**src/rtl/sniff_fifo_decoder_if.sv**
```systemverilog
// Valid/ready event bus plus the read port of a standard (non-FWFT) sniff FIFO.
// master = decoder side, slave = FIFO and event consumer side.
interface sniff_fifo_decoder_if #(
  parameter int pACC_WIDTH = 32
) ();
  logic                  O_fifo_rd_en;
  logic [17:0]           I_fifo_dout;
  logic                  I_fifo_empty;
  logic                  O_event_valid;
  logic                  I_event_ready;
  logic [pACC_WIDTH-1:0] O_event_time;
  logic [7:0]            O_event_data;
  logic [4:0]            O_event_stat;
  logic                  O_event_is_stat;

  modport master (
    output O_fifo_rd_en,
    input  I_fifo_dout,
    input  I_fifo_empty,
    output O_event_valid,
    input  I_event_ready,
    output O_event_time,
    output O_event_data,
    output O_event_stat,
    output O_event_is_stat
  );

  modport slave (
    input  O_fifo_rd_en,
    output I_fifo_dout,
    output I_fifo_empty,
    input  O_event_valid,
    output I_event_ready,
    input  O_event_time,
    input  O_event_data,
    input  O_event_stat,
    input  O_event_is_stat
  );
endinterface

```
**src/rtl/sniff_fifo_decoder.sv**
```systemverilog
// Decodes 18-bit sniff FIFO words into absolute-timestamped DATA/STAT events.
// TIME records only advance the accumulator; reserved commands are dropped and flagged.
module sniff_fifo_decoder #(
  parameter int pTIMESTAMP_FULL_WIDTH  = 16,
  parameter int pTIMESTAMP_SHORT_WIDTH = 3,
  parameter int pACC_WIDTH             = 32
) (
  input  logic                   cwusb_clk,
  input  logic                   reset_i,
  input  logic                   I_clear,
  sniff_fifo_decoder_if.master   bus,
  output logic [15:0]            O_event_count,
  output logic                   O_err_bad_cmd,
  output logic                   O_time_wrap
);

  localparam int SHORT_LSB = 2;
  localparam int DATA_LSB  = SHORT_LSB + pTIMESTAMP_SHORT_WIDTH;
  localparam int STAT_LSB  = DATA_LSB + 8;

  typedef enum logic [1:0] {
    ST_IDLE   = 2'd0,
    ST_FETCH  = 2'd1,
    ST_DECODE = 2'd2,
    ST_HOLD   = 2'd3
  } state_e;

  typedef enum logic [1:0] {
    CMD_DATA = 2'd0,
    CMD_STAT = 2'd1,
    CMD_TIME = 2'd2,
    CMD_RSVD = 2'd3
  } cmd_e;

  state_e                state_q, state_d;
  logic [pACC_WIDTH-1:0] acc_q, acc_d;
  logic                  valid_q, valid_d;
  logic [pACC_WIDTH-1:0] time_q, time_d;
  logic [7:0]            data_q, data_d;
  logic [4:0]            stat_q, stat_d;
  logic                  is_stat_q, is_stat_d;
  logic [15:0]           count_q, count_d;
  logic                  err_q, err_d;
  logic                  wrap_q, wrap_d;

  cmd_e                  cmd;
  logic [pACC_WIDTH-1:0] delta;
  logic [pACC_WIDTH:0]   sum;

  // Field extraction and the carry-extended accumulator sum are pure wiring.
  assign cmd   = cmd_e'(bus.I_fifo_dout[1:0]);
  assign delta = (cmd == CMD_TIME)
               ? pACC_WIDTH'(bus.I_fifo_dout[SHORT_LSB +: pTIMESTAMP_FULL_WIDTH])
               : pACC_WIDTH'(bus.I_fifo_dout[SHORT_LSB +: pTIMESTAMP_SHORT_WIDTH]);
  assign sum   = {1'b0, acc_q} + {1'b0, delta};

  always_comb begin
    // NOTE: every _d starts from its _q so no path through the case leaves a
    // signal unassigned, which would otherwise infer a latch.
    state_d   = state_q;
    acc_d     = acc_q;
    valid_d   = valid_q;
    time_d    = time_q;
    data_d    = data_q;
    stat_d    = stat_q;
    is_stat_d = is_stat_q;
    count_d   = count_q;
    err_d     = err_q;
    wrap_d    = wrap_q;

    unique case (state_q)
      ST_IDLE: begin
        if (!bus.I_fifo_empty) state_d = ST_FETCH;
      end

      ST_FETCH: begin
        state_d = ST_DECODE;
      end

      ST_DECODE: begin
        state_d = ST_IDLE;
        unique case (cmd)
          CMD_TIME: begin
            acc_d = sum[pACC_WIDTH-1:0];
            if (sum[pACC_WIDTH]) wrap_d = 1'b1;
          end
          CMD_RSVD: begin
            err_d = 1'b1;
          end
          CMD_DATA, CMD_STAT: begin
            acc_d     = sum[pACC_WIDTH-1:0];
            if (sum[pACC_WIDTH]) wrap_d = 1'b1;
            time_d    = sum[pACC_WIDTH-1:0];
            data_d    = (cmd == CMD_STAT) ? 8'h00 : bus.I_fifo_dout[DATA_LSB +: 8];
            stat_d    = bus.I_fifo_dout[STAT_LSB +: 5];
            is_stat_d = (cmd == CMD_STAT);
            valid_d   = 1'b1;
            state_d   = ST_HOLD;
          end
          default: ;
        endcase
      end

      ST_HOLD: begin
        if (bus.I_event_ready) begin
          valid_d = 1'b0;
          if (count_q != 16'hFFFF) count_d = count_q + 16'd1;
          state_d = bus.I_fifo_empty ? ST_IDLE : ST_FETCH;
        end
      end

      default: state_d = ST_IDLE;
    endcase

    // Clear wins over everything, including a word already popped in FETCH/DECODE.
    if (I_clear) begin
      state_d = ST_IDLE;
      acc_d   = '0;
      valid_d = 1'b0;
      count_d = '0;
      err_d   = 1'b0;
      wrap_d  = 1'b0;
    end
  end

  always_ff @(posedge cwusb_clk) begin
    // NOTE: sequential state uses non-blocking assignments so every register
    // samples pre-edge values regardless of process ordering.
    if (reset_i) begin
      state_q   <= ST_IDLE;
      acc_q     <= '0;
      valid_q   <= 1'b0;
      time_q    <= '0;
      data_q    <= '0;
      stat_q    <= '0;
      is_stat_q <= 1'b0;
      count_q   <= '0;
      err_q     <= 1'b0;
      wrap_q    <= 1'b0;
    end else begin
      state_q   <= state_d;
      acc_q     <= acc_d;
      valid_q   <= valid_d;
      time_q    <= time_d;
      data_q    <= data_d;
      stat_q    <= stat_d;
      is_stat_q <= is_stat_d;
      count_q   <= count_d;
      err_q     <= err_d;
      wrap_q    <= wrap_d;
    end
  end

  // Moore read strobe: FETCH is only entered with a non-empty FIFO.
  assign bus.O_fifo_rd_en    = (state_q == ST_FETCH);
  assign bus.O_event_valid   = valid_q;
  assign bus.O_event_time    = time_q;
  assign bus.O_event_data    = data_q;
  assign bus.O_event_stat    = stat_q;
  assign bus.O_event_is_stat = is_stat_q;
  assign O_event_count       = count_q;
  assign O_err_bad_cmd       = err_q;
  assign O_time_wrap         = wrap_q;

endmodule

```
**src/flat_wrapper.sv**
```systemverilog
// flat-port wrapper written by rule: the top's interface ports become plain ports
module sniff_fifo_decoder_flat 
#(
  parameter int pTIMESTAMP_FULL_WIDTH  = 16,
  parameter int pTIMESTAMP_SHORT_WIDTH = 3,
  parameter int pACC_WIDTH             = 32
)
  (cwusb_clk, reset_i, I_clear, O_event_count, O_err_bad_cmd, O_time_wrap, bus_O_fifo_rd_en, bus_I_fifo_dout, bus_I_fifo_empty, bus_O_event_valid, bus_I_event_ready, bus_O_event_time, bus_O_event_data, bus_O_event_stat, bus_O_event_is_stat);
  sniff_fifo_decoder_if #(.pACC_WIDTH(pACC_WIDTH)) bus_i ();
  input  logic cwusb_clk;
  input  logic reset_i;
  input  logic I_clear;
  output logic [15:0] O_event_count;
  output logic O_err_bad_cmd;
  output logic O_time_wrap;
  output wire logic [$bits(bus_i.O_fifo_rd_en)-1:0] bus_O_fifo_rd_en;
  input wire logic [$bits(bus_i.I_fifo_dout)-1:0] bus_I_fifo_dout;
  input wire logic [$bits(bus_i.I_fifo_empty)-1:0] bus_I_fifo_empty;
  output wire logic [$bits(bus_i.O_event_valid)-1:0] bus_O_event_valid;
  input wire logic [$bits(bus_i.I_event_ready)-1:0] bus_I_event_ready;
  output wire logic [$bits(bus_i.O_event_time)-1:0] bus_O_event_time;
  output wire logic [$bits(bus_i.O_event_data)-1:0] bus_O_event_data;
  output wire logic [$bits(bus_i.O_event_stat)-1:0] bus_O_event_stat;
  output wire logic [$bits(bus_i.O_event_is_stat)-1:0] bus_O_event_is_stat;
  assign bus_O_fifo_rd_en = bus_i.O_fifo_rd_en;
  assign bus_i.I_fifo_dout = bus_I_fifo_dout;
  assign bus_i.I_fifo_empty = bus_I_fifo_empty;
  assign bus_O_event_valid = bus_i.O_event_valid;
  assign bus_i.I_event_ready = bus_I_event_ready;
  assign bus_O_event_time = bus_i.O_event_time;
  assign bus_O_event_data = bus_i.O_event_data;
  assign bus_O_event_stat = bus_i.O_event_stat;
  assign bus_O_event_is_stat = bus_i.O_event_is_stat;
  sniff_fifo_decoder #(.pTIMESTAMP_FULL_WIDTH(pTIMESTAMP_FULL_WIDTH), .pTIMESTAMP_SHORT_WIDTH(pTIMESTAMP_SHORT_WIDTH), .pACC_WIDTH(pACC_WIDTH)) u_core (.cwusb_clk(cwusb_clk), .reset_i(reset_i), .I_clear(I_clear), .bus(bus_i), .O_event_count(O_event_count), .O_err_bad_cmd(O_err_bad_cmd), .O_time_wrap(O_time_wrap));
endmodule
```
**config.mk**
```make
export PLATFORM = sky130hd
export DESIGN_NAME = sniff_fifo_decoder_flat
export DESIGN_NICKNAME = d
export VERILOG_FILES = /design/src/rtl/sniff_fifo_decoder_if.sv /design/src/rtl/sniff_fifo_decoder.sv /design/src/flat_wrapper.sv
export SDC_FILE = /design/constraint.sdc
export NUM_CORES = 1
export LEC_CHECK = 0
export ABC_AREA = 1
export BUFFER_PORTS_ARGS = -buffer_cell sky130_fd_sc_hd__buf_2
export CAP_MARGIN = 20
export CORE_MARGIN = 2
export CORE_UTILIZATION = 50
export DETAILED_ROUTE_END_ITERATION = 10
export PLACE_DENSITY = 0.72
export RECOVER_POWER = 50
export SYNTH_ARGS = -nofsm -noshare
export SYNTH_HDL_FRONTEND = slang
export SYNTH_SLANG_ARGS = --single-unit
```
**constraint.sdc**
```tcl
create_clock -name cwusb_clk -period 4.6 [get_ports cwusb_clk]
set_clock_uncertainty 0.15 [all_clocks]
set_input_delay 0.46 -clock cwusb_clk [delete_from_list [all_inputs] [get_ports cwusb_clk]]
set_output_delay 0.46 -clock cwusb_clk [all_outputs]
set_load 0.05 [all_outputs]
```
==> reports/results.txt, run 1 <==
Outcome: finished with violations
Failing checks: max-capacitance violations, max-slew violations
PwrDens: 271.7 nW/µm²
WHS: 0.2061 ns
CTS root buf: clkbuf_16
Pre-Repair DR Iteration Count: 5
WP data arrival: 3.15 ns
Num CTS Buffers: 9
RePlAce Congestion: 0.8693
Area Growth Syn to Fin: 13.04%
IO Count: 89
Leading area contributor after synthesis: dfxtp_1
DR vias: 5,628
Max Cap Viol: 1
CP required: 4.69 ns
Largest net degree at the start of global routing: 43
Most common cell on crit path: clkbuf_1
CTS H-Tree Depth: 3
Min-delay src: bus_I_fifo_dout[5]
Max-slew violations: 36
Crit-path max cell delay: 1.28 ns
#FFs+latches synth: 99
GRT overflow: 0
Vias per inst: 5.021
Crit path time final: 3.060 ns
Number of nets with antenna violations after routing: 0
Ys Warns: 0
Core area: 11,320 µm²
Clock tree from TritonCTS: done
Final setup fails: 0
Slew @ Worst Pin: 1.761 ns
Filler cell count: 1,202
Min-Delay Path Class: input port to register
Most frequent cells after synthesis: nand2_1 (214), inv_1 (160), nor2_1 (106)
Mapped Area: 5747 µm²
Syn avg cell area: 6.428 µm²
Reg2Reg Launch Point: u_core.O_event_count[0]
Post-CTS Setup Repair Bufs: 0
Most common cell in the netlist: nand2_1
Die footprint: 12,370 µm²
Die X-Extent: 111.2 µm
Initial Utilization: 50.76%
Register area share after synthesis: 34.49%
GRT Total Usage: 23.89%
Crit Path Class: input port to register
Worst VDD drop: 0.2355 mV
CTS clk-pin slew, worst paths: 0.07 ns
Setup TNS: 0 ns
RSZ-0062 raised after global routing: false
# DRC: 0
CP max-delay cell: clkbuf_1
Leading post-synthesis cells by cell area: dfxtp_1 (34%), nand2_1 (14%), inv_1 (10%)
Layout Utilization: 57.38%
Drt initial violations: 415
Crit path from: reset_i
Peak Freq: 326.8 MHz
Synth top area share: 34.49%
Post-CTS Hold Buffers: 0
Global-route wire length before repair: 24,200 µm
Rel. slew slack: -17.42%
Layout cells sized above 1: 5.521%
Std cell rows: 39
Syn_nets: 935
Syn Inst Count: 894
Clk buf depth: 2
LEAKAGE: 3.183 nW
Kind of cell adding the most delay to the critical path: buffers and inverters
Critical path capture point type: register
Final period utilization: 66.53%
DR WL/cell: 12.81 µm
Latest clock arrival within the worst-skew pair: 0.35 ns
EDFF count, synth: 0
Total wire length: 14,360 µm
I/O Buffers: 88
Die H: 111.2 µm
Most used DFF post-synth: dfxtp_1
Critical Path Fanout Max: 35
Clk sink count: 99
Buf+Inv Stages, Crit Path: 5
CP cell instances: clkbuf_1 -> nor2_1 -> clkbuf_1 -> inv_1 -> clkbuf_1 -> nor2_1 -> o21ai_0 -> inv_1
ANT cells: 0
Fin nets: 1,014
Count of cell types in the netlist: 39
FFs w/ async S/R, synth: 0%
Post-CTS sizing: 0
Vias in the first global route: 5,234
Final number of hold-violating endpoints: 0
CP Launch Type: input port
Antenna violations before repair: 0
Post-DP HPWL: 10,570 µm
==> tightest hold or removal path, cell delays in order <==
cell and delay (ns):
buf_2 0.09, a22oi_1 0.06, nor2_1 0.07
==> worst paths after layout <==
path,slack (ns),cells after the start,to
setup / recovery,1.54,8,u_core.acc_q[6]
hold / removal,0.21,3,u_core.bus.O_event_data[0]
setup reg to reg,1.96,9,u_core.O_event_count[10]
hold reg to reg,0.31,2,u_core.O_time_wrap
==> sequential cells by signal, indices dropped and copies added (netlist names) <==
| register | flops |
|---|---|
| u_core.acc_q | 32 |
| u_core.bus.O_event_valid | 1 |
| u_core.bus.O_event_time | 32 |
| u_core.O_event_count | 16 |
| u_core.O_time_wrap | 1 |
| u_core.bus.O_event_is_stat | 1 |
| u_core.O_err_bad_cmd | 1 |
| u_core.bus.O_event_data | 8 |
| u_core.state_q | 2 |
| u_core.bus.O_event_stat | 5 |
==> per-layer routing <==
layer	up-vias	track usage [%]	share of wire (%)
met3	20	3.663	5.7
met2	164	36.79	42
met1	2481	33.06	50
met4	0	10.78	2.2
li1	2963	-	-
met5	-	0	0
==> cell type report <==
cell class / instances / area [µm²] / share of cell area [%]
Multi-Input combinational cell: 605 / 3002 / 46.21
Sequential cell: 99 / 1982 / 30.51
Inverter: 165 / 620.6 / 9.553
Timing Repair Buffer: 93 / 406.6 / 6.260
Clock buffer: 13 / 260.3 / 4.006
Tap cell: 143 / 178.9 / 2.754
Clock inverter: 3 / 46.29 / 0.7126
==> power breakdown <==
part / total [mW] / internal [mW] / switching [mW]
Sequential: 0.869 / 0.864 / 0.00500
Clock: 0.784 / 0.453 / 0.331
Combinational: 0.111 / 0.0327 / 0.0787
==> cell families (layout without fill, tap and decap cells) <==
logic type,Yosys count,after routing,synth area share [%]
AO/OA/AOI/OAI,138,138,13.93
XOR/XNOR,17,17,2.591
adder cells (fa/ha/maj),18,18,4.050
buffers and inverters,190,274,12.67
flip-flops,99,99,34.49
AND/OR/NAND/NOR,432,432,32.27
==> placed cells by master, fill, tap and decap left out, types with 9 or more instances in the layout <==
master	synthesis	routed
a21oi_1	47	47
buf_2	4	21
clkbuf_1	19	71
clkbuf_16	0	9
dfxtp_1	99	99
ha_1	17	17
inv_1	160	160
nand2_1	214	215
nand3_1	70	71
nand4_1	11	11
nor2_1	106	106
nor3_1	12	14
o21a_1	18	18
o21ai_0	45	46
o21bai_1	14	14
xor2_1	10	10
==> stage by stage <==
step,setup WS (ns),power [mW],area (µm²),std cells
floorplan,2.239,0.9649,5747,894
global placement,1.649,0.9986,6290,1104
detailed placement,1.619,0.9992,6290,1104
CTS,1.987,1.777,6596,1120
global route,1.192,1.826,6496,1121
finish,1.540,1.765,6496,1121
No activity file was read; power rests on OpenSTA's default activity.
==> run 2, diff against run 1 <==
PLACE_DENSITY = 0.74   (was 0.72)
clock period = 2.8 ns   (was 4.6 ns; I/O delays follow)
==> run 2 against run 1 <==
  * The flow now finishes without violations
  * Sequential power increased by 65%
  * Critical path type unchanged
  * Register-to-register slack lost 1.4 ns
  * Combinational power grew 65%
  * Highest routed layer unchanged
  * Clock-buffer cell count grew 1
  * Total power increased by 59%
  * Largest power group unchanged
  * Sequential cell count is the same
  * Non-clock buffer count is 1 higher
  * Routed wire length down 1.7%
  * Via count rose by 0.41%
  * Global-route usage decreased by 0.39 points
  * Die area unchanged
==> reports/results.txt, run 2 (synthesis results as in run 1) <==
WP data arrival: 2.50 ns (-0.65 ns)
Die H: 111.2 µm (unchanged)
Pre-Repair DR Iteration Count: 5 (unchanged)
GR Util met3: 5.686% (+2.0 points)
Most common cell after layout, fill and taps aside: nand2_1
Post-CTS Setup Repair Bufs: 0 (unchanged)
PwrDens: 430.9 nW/µm² (+59%)
Post-DP HPWL: 10,380 µm (-1.8%)
Num CTS Buffers: 9 (unchanged)
Setup TNS: 0 ns (unchanged)
Fin nets: 1,015 (+0.099%)
Hold path endpoint: u_core.bus.O_event_data[1]
CTS clk-pin slew, worst paths: 0.06 ns (about the same)
WHS: 0.02951 ns (-0.1766 ns)
ANT cells: 0 (unchanged)
CP required: 2.91 ns (-1.78 ns)
CTS root buf: clkbuf_16
Latest clock arrival within the worst-skew pair: 0.36 ns (about the same)
Std cell rows: 39 (unchanged)
Number of nets with antenna violations after routing: 0 (unchanged)
LEAKAGE: 3.218 nW (+1.1%)
Fin worst setup slack: 0.4121 ns (-1.128 ns)
Slew @ Worst Pin: 1.209 ns (-0.5523 ns)
Vias in the first global route: 5,128 (-2.0%)
Placed Instance Area: 6317 µm² (+0.44%)
Clk buf depth: 2 (unchanged)
Worst reg-to-reg path cell count: 13 (+4)
Peak Freq: 418.8 MHz
DR vias: 5,651 (+0.41%)
Global-route wire length before repair: 23,870 µm (-1.4%)
Place WS: 0.07209 ns (-1.547 ns)
GRT Total Usage: 23.50% (-0.39 points)
Crit path time final: 2.388 ns
Min-delay src: bus_I_fifo_dout[6]
Worst VDD drop: 0.3113 mV (+32%)
Post-CTS sizing: 0 (unchanged)
Area Growth Syn to Fin: 13.17%
Reg2Reg Launch Point: u_core.acc_q[0]
Final setup fails: 0 (unchanged)
Core area: 11,320 µm² (unchanged)
CP Launch Type: input port
DR WL/cell: 12.59 µm (-1.7%)
GRT Max-Usage Layer: met2
Min-Delay Path Class: input port to register
Antenna violations before repair: 0 (unchanged)
Max Cap Viol: 0 (-1)
Layout cells sized above 1: 5.726% (+0.20 points)
RePlAce Congestion: 0.9245 (+6.3%)
Die X-Extent: 111.2 µm (unchanged)
Clock tree from TritonCTS: done
I/O Buffers: 88 (unchanged)
RSZ-0062 raised after global routing: false
Layout Utilization: 57.45% (+0.066 points)
Most frequent cells in the layout: nand2_1 (215), inv_1 (161), nor2_1 (107)
GRT overflow: 0 (unchanged)
Max-slew violations: 0 (-100%)
Critical Path Fanout Max: 13 (-63%)
Worst flop-to-flop path endpoint: u_core.bus.O_event_time[18]
Outcome: finished, final reports clean
Cell area after layout: 6504 µm² (+0.12%)
Met1 usage: 32.20% (-0.86 points)
Crit path from: bus_I_fifo_dout[1]
IO Count: 89 (unchanged)
Rel. slew slack: 19.40% (+37 points)
Worst hold path depth: 3 (unchanged)
Met2 Use GR: 36.22% (-0.57 points)
Clk sink count: 99 (unchanged)
Initial Utilization: 50.76% (unchanged)
Drt initial violations: 466 (+12%)
Die footprint: 12,370 µm² (unchanged)
Final period utilization: 85.28%
Critical path capture point type: register
CTS H-Tree Depth: 3 (unchanged)
Post-CTS Hold Buffers: 0 (unchanged)
Flop2flop setup slack: 0.56 ns (-1.40 ns)
Crit Path Class: input port to register
# DRC: 0 (unchanged)
Largest net degree at the start of global routing: 63 (+47%)
Total wire length: 14,110 µm (-1.7%)
Vias per inst: 5.041 (+0.41%)
Final number of hold-violating endpoints: 0 (unchanged)
[run 2: cell count changes in the layout (fill, tap and decap cells not counted), sizes merged]
cell / previous run / this run
clkbuf: 82 / 83
buf: 24 / 25
clkinvlp: 2 / 1
bufinv: 1 / 0
clkinv: 2 / 1
inv: 163 / 164
[run 2: metrics by stage]
stage | std cells | total power, mW
2_1_floorplan | 894 | 1.585
3_5_place_dp | 1106 | 1.646
6_report | 1121 | 2.802
4_1_cts | 1121 | 2.833
3_3_place_gp | 1106 | 1.645
5_1_grt | 1121 | 2.925
[run 2: worst max path at each step]
stage	to	slack (ns)
after floorplan	u_core.acc_q[25]	0.62
after CTS	u_core.bus.O_event_time[16]	0.44
after global placement	u_core.bus.O_event_time[16]	0.08
final	u_core.bus.O_event_time[16]	0.41
after detailed placement	u_core.bus.O_event_time[16]	0.07
after global routing	u_core.bus.O_event_time[16]	0.10
[run 2: power by group]
part	internal (mW)	switching (mW)
Combinational	0.0540	0.129
Sequential	1.42	0.00797
Clock	0.671	0.520
Total	2.15	0.656
[run 2: layout make-up]
type	instances	area, µm²
sequential	99	1982
fill	1185	4817
clock inverter	1	7.507
timing repair buffer	94	407.9
inverter	165	621.8
tap	143	178.9
multi-input combinational	605	3032
clock buffer	14	274.0
[run 2: critical path, stage by stage]
cell and delay, ns:
buf_2 0.13, nand2_1 0.39, nor2_1 0.10, ha_1 0.36, nand2_1 0.09, nand2_1 0.06
nor2_1 0.23, nor2_1 0.07, nor2_1 0.22, inv_1 0.11, nand3_1 0.11, nand2_1 0.08
nand2_1 0.08, nand3_1 0.06, nand2_1 0.10, inv_1 0.04
[run 2: layer usage]
metal  vias to the layer above  wire length, µm
met4                         0              274
met5                         -                0
met2                       165             6033
li1                       2965                -
met3                        20              833
met1                      2501             6967
==> run 3, diff against run 2 <==
--- a/constraint.sdc
+++ b/constraint.sdc
@@ -3,3 +3,3 @@
 set_input_delay 0.28 -clock cwusb_clk [delete_from_list [all_inputs] [get_ports cwusb_clk]]
 set_output_delay 0.28 -clock cwusb_clk [all_outputs]
-set_load 0.05 [all_outputs]
+set_load 0.1 [all_outputs]
==> run 3 against run 2 <==
  * Total power rose by 1.2%
  * Via count fell by 0.19%
  * Largest cell class unchanged
  * Routed wire length barely moved
  * Hold slack barely moved
  * Register-to-register slack barely moved
  * Clock power barely moved
  * Sequential share of layout area barely moved
==> reports/results.txt, run 3 (synthesis results as in run 1) <==
Outcome: finished, final reports clean
Latest clock arrival within the worst-skew pair: 0.36 ns (about the same)
Std cell rows: 39 (unchanged)
GRT overflow: 0 (unchanged)
Total wire length: 14,100 µm (about the same)
Crit path time final: 2.389 ns (+0.0006370 ns)
Global-route wire length before repair: 23,870 µm (unchanged)
Flop2flop setup slack: 0.55 ns (about the same)
Most frequent cells in the layout: nand2_1 (215), inv_1 (161), nor2_1 (107)
Die H: 111.2 µm (unchanged)
CP Launch Type: input port
Num CTS Buffers: 9 (unchanged)
CTS H-Tree Depth: 3 (unchanged)
Critical Path Fanout Max: 13 (unchanged)
DR WL/cell: 12.58 µm (about the same)
IO Count: 89 (unchanged)
Post-CTS Hold Buffers: 0 (unchanged)
Min-Delay Path Class: input port to register
Filler cell count: 1,185 (unchanged)
Rel. slew slack: 19.24% (-0.16 points)
I/O Buffers: 88 (unchanged)
# DRC: 0 (unchanged)
Max Cap Viol: 0 (unchanged)
Post-DP HPWL: 10,380 µm (unchanged)
Critical path capture point type: register
ANT cells: 0 (unchanged)
Pre-Repair DR Iteration Count: 5 (unchanged)
Post-CTS sizing: 0 (unchanged)
DR vias: 5,640 (-0.19%)
CTS clk-pin slew, worst paths: 0.06 ns (about the same)
PwrDens: 435.9 nW/µm² (+1.2%)
Vias in the first global route: 5,128 (unchanged)
Core area: 11,320 µm² (unchanged)
Clk buf depth: 2 (unchanged)
WP data arrival: 2.50 ns (about the same)
CP required: 2.91 ns (about the same)
Max-slew violations: 0 (unchanged)
Die footprint: 12,370 µm² (unchanged)
Area Growth Syn to Fin: 13.19% (about the same)
Most common cell after layout, fill and taps aside: nand2_1
Worst VDD drop: 0.3117 mV (+0.13%)
Peak Freq: 418.7 MHz (about the same)
Post-CTS Setup Repair Bufs: 0 (unchanged)
Layout cells sized above 1: 5.828% (+0.10 points)
GRT Total Usage: 23.50% (unchanged)
Antenna violations before repair: 0 (unchanged)
RSZ-0062 raised after global routing: false
Largest net degree at the start of global routing: 63 (unchanged)
CTS root buf: clkbuf_16
Pwr Total: 2.835 mW (+1.2%)
Die X-Extent: 111.2 µm (unchanged)
RePlAce Congestion: 0.9245 (unchanged)
Setup TNS: 0 ns (unchanged)
Initial Utilization: 50.76% (unchanged)
Vias per inst: 5.031 (-0.19%)
Clk sink count: 99 (unchanged)
Slew @ Worst Pin: 1.211 ns (+0.002356 ns)
Drt initial violations: 466 (unchanged)
Final number of hold-violating endpoints: 0 (unchanged)
Fin nets: 1,015 (unchanged)
Clock tree from TritonCTS: done
Number of nets with antenna violations after routing: 0 (unchanged)
Final period utilization: 85.31% (about the same)
Final setup fails: 0 (unchanged)
Crit Path Class: input port to register
LEAKAGE: 3.222 nW (+0.13%)
## run 3: metal layers
layer  share of wire [%]  GRT usage, %  wire, µm
met5                   0             0         0
met2                  43         36.22      6041
met1                  49         32.20      6947
met3                 5.9         5.686       838
met4                 1.9         8.230       274
## run 3: final cells by class
| type | count | area, µm² | area share (%) |
|---|---|---|---|
| Sequential cell | 99 | 1982 | 30.47 |
| Clock inverter | 1 | 7.507 | 0.1154 |
| Multi-Input combinational cell | 605 | 3032 | 46.61 |
| Inverter | 165 | 621.8 | 9.560 |
| Timing Repair Buffer | 94 | 409.1 | 6.290 |
| Tap cell | 143 | 178.9 | 2.751 |
| Clock buffer | 14 | 274.0 | 4.212 |
## run 3: final timing paths
path / to / depth (start not counted) / start
max: u_core.bus.O_event_time[16] / 16 / bus_I_fifo_dout[1]
min reg2reg: u_core.O_time_wrap / 2 / u_core.O_time_wrap
min: u_core.bus.O_event_data[1] / 3 / bus_I_fifo_dout[6]
max reg2reg: u_core.bus.O_event_time[18] / 13 / u_core.acc_q[0]
## run 3: per-stage QoR
stage	hold WS (ns)	cell area (µm²)	setup slack [ns]	util, %	cells
floorplan	0.2732	5747	0.3239	-	894
global placement	0.2899	6317	0.07546	55.80	1106
detailed placement	0.2967	6317	0.07209	55.80	1106
CTS	0.02668	6599	0.4352	58.29	1121
global route	0.03973	6505	0.1046	57.46	1121
finish	0.02959	6505	0.4114	57.46	1121
## run 3: report_power, final
part           switching (mW)  internal (mW)
combinational           0.163         0.0541
clock                   0.519          0.671
sequential            0.00797           1.42
total                   0.689           2.15
## run 3: worst max-delay path, cell delays in order
cell and delay (ns):
buf_2 0.13, nand2_1 0.39, nor2_1 0.10, ha_1 0.36
nand2_1 0.09, nand2_1 0.06, nor2_1 0.23, nor2_1 0.07
nor2_1 0.22, inv_1 0.11, nand3_1 0.11, nand2_1 0.08
nand2_1 0.08, nand3_1 0.06, nand2_1 0.10, inv_1 0.04
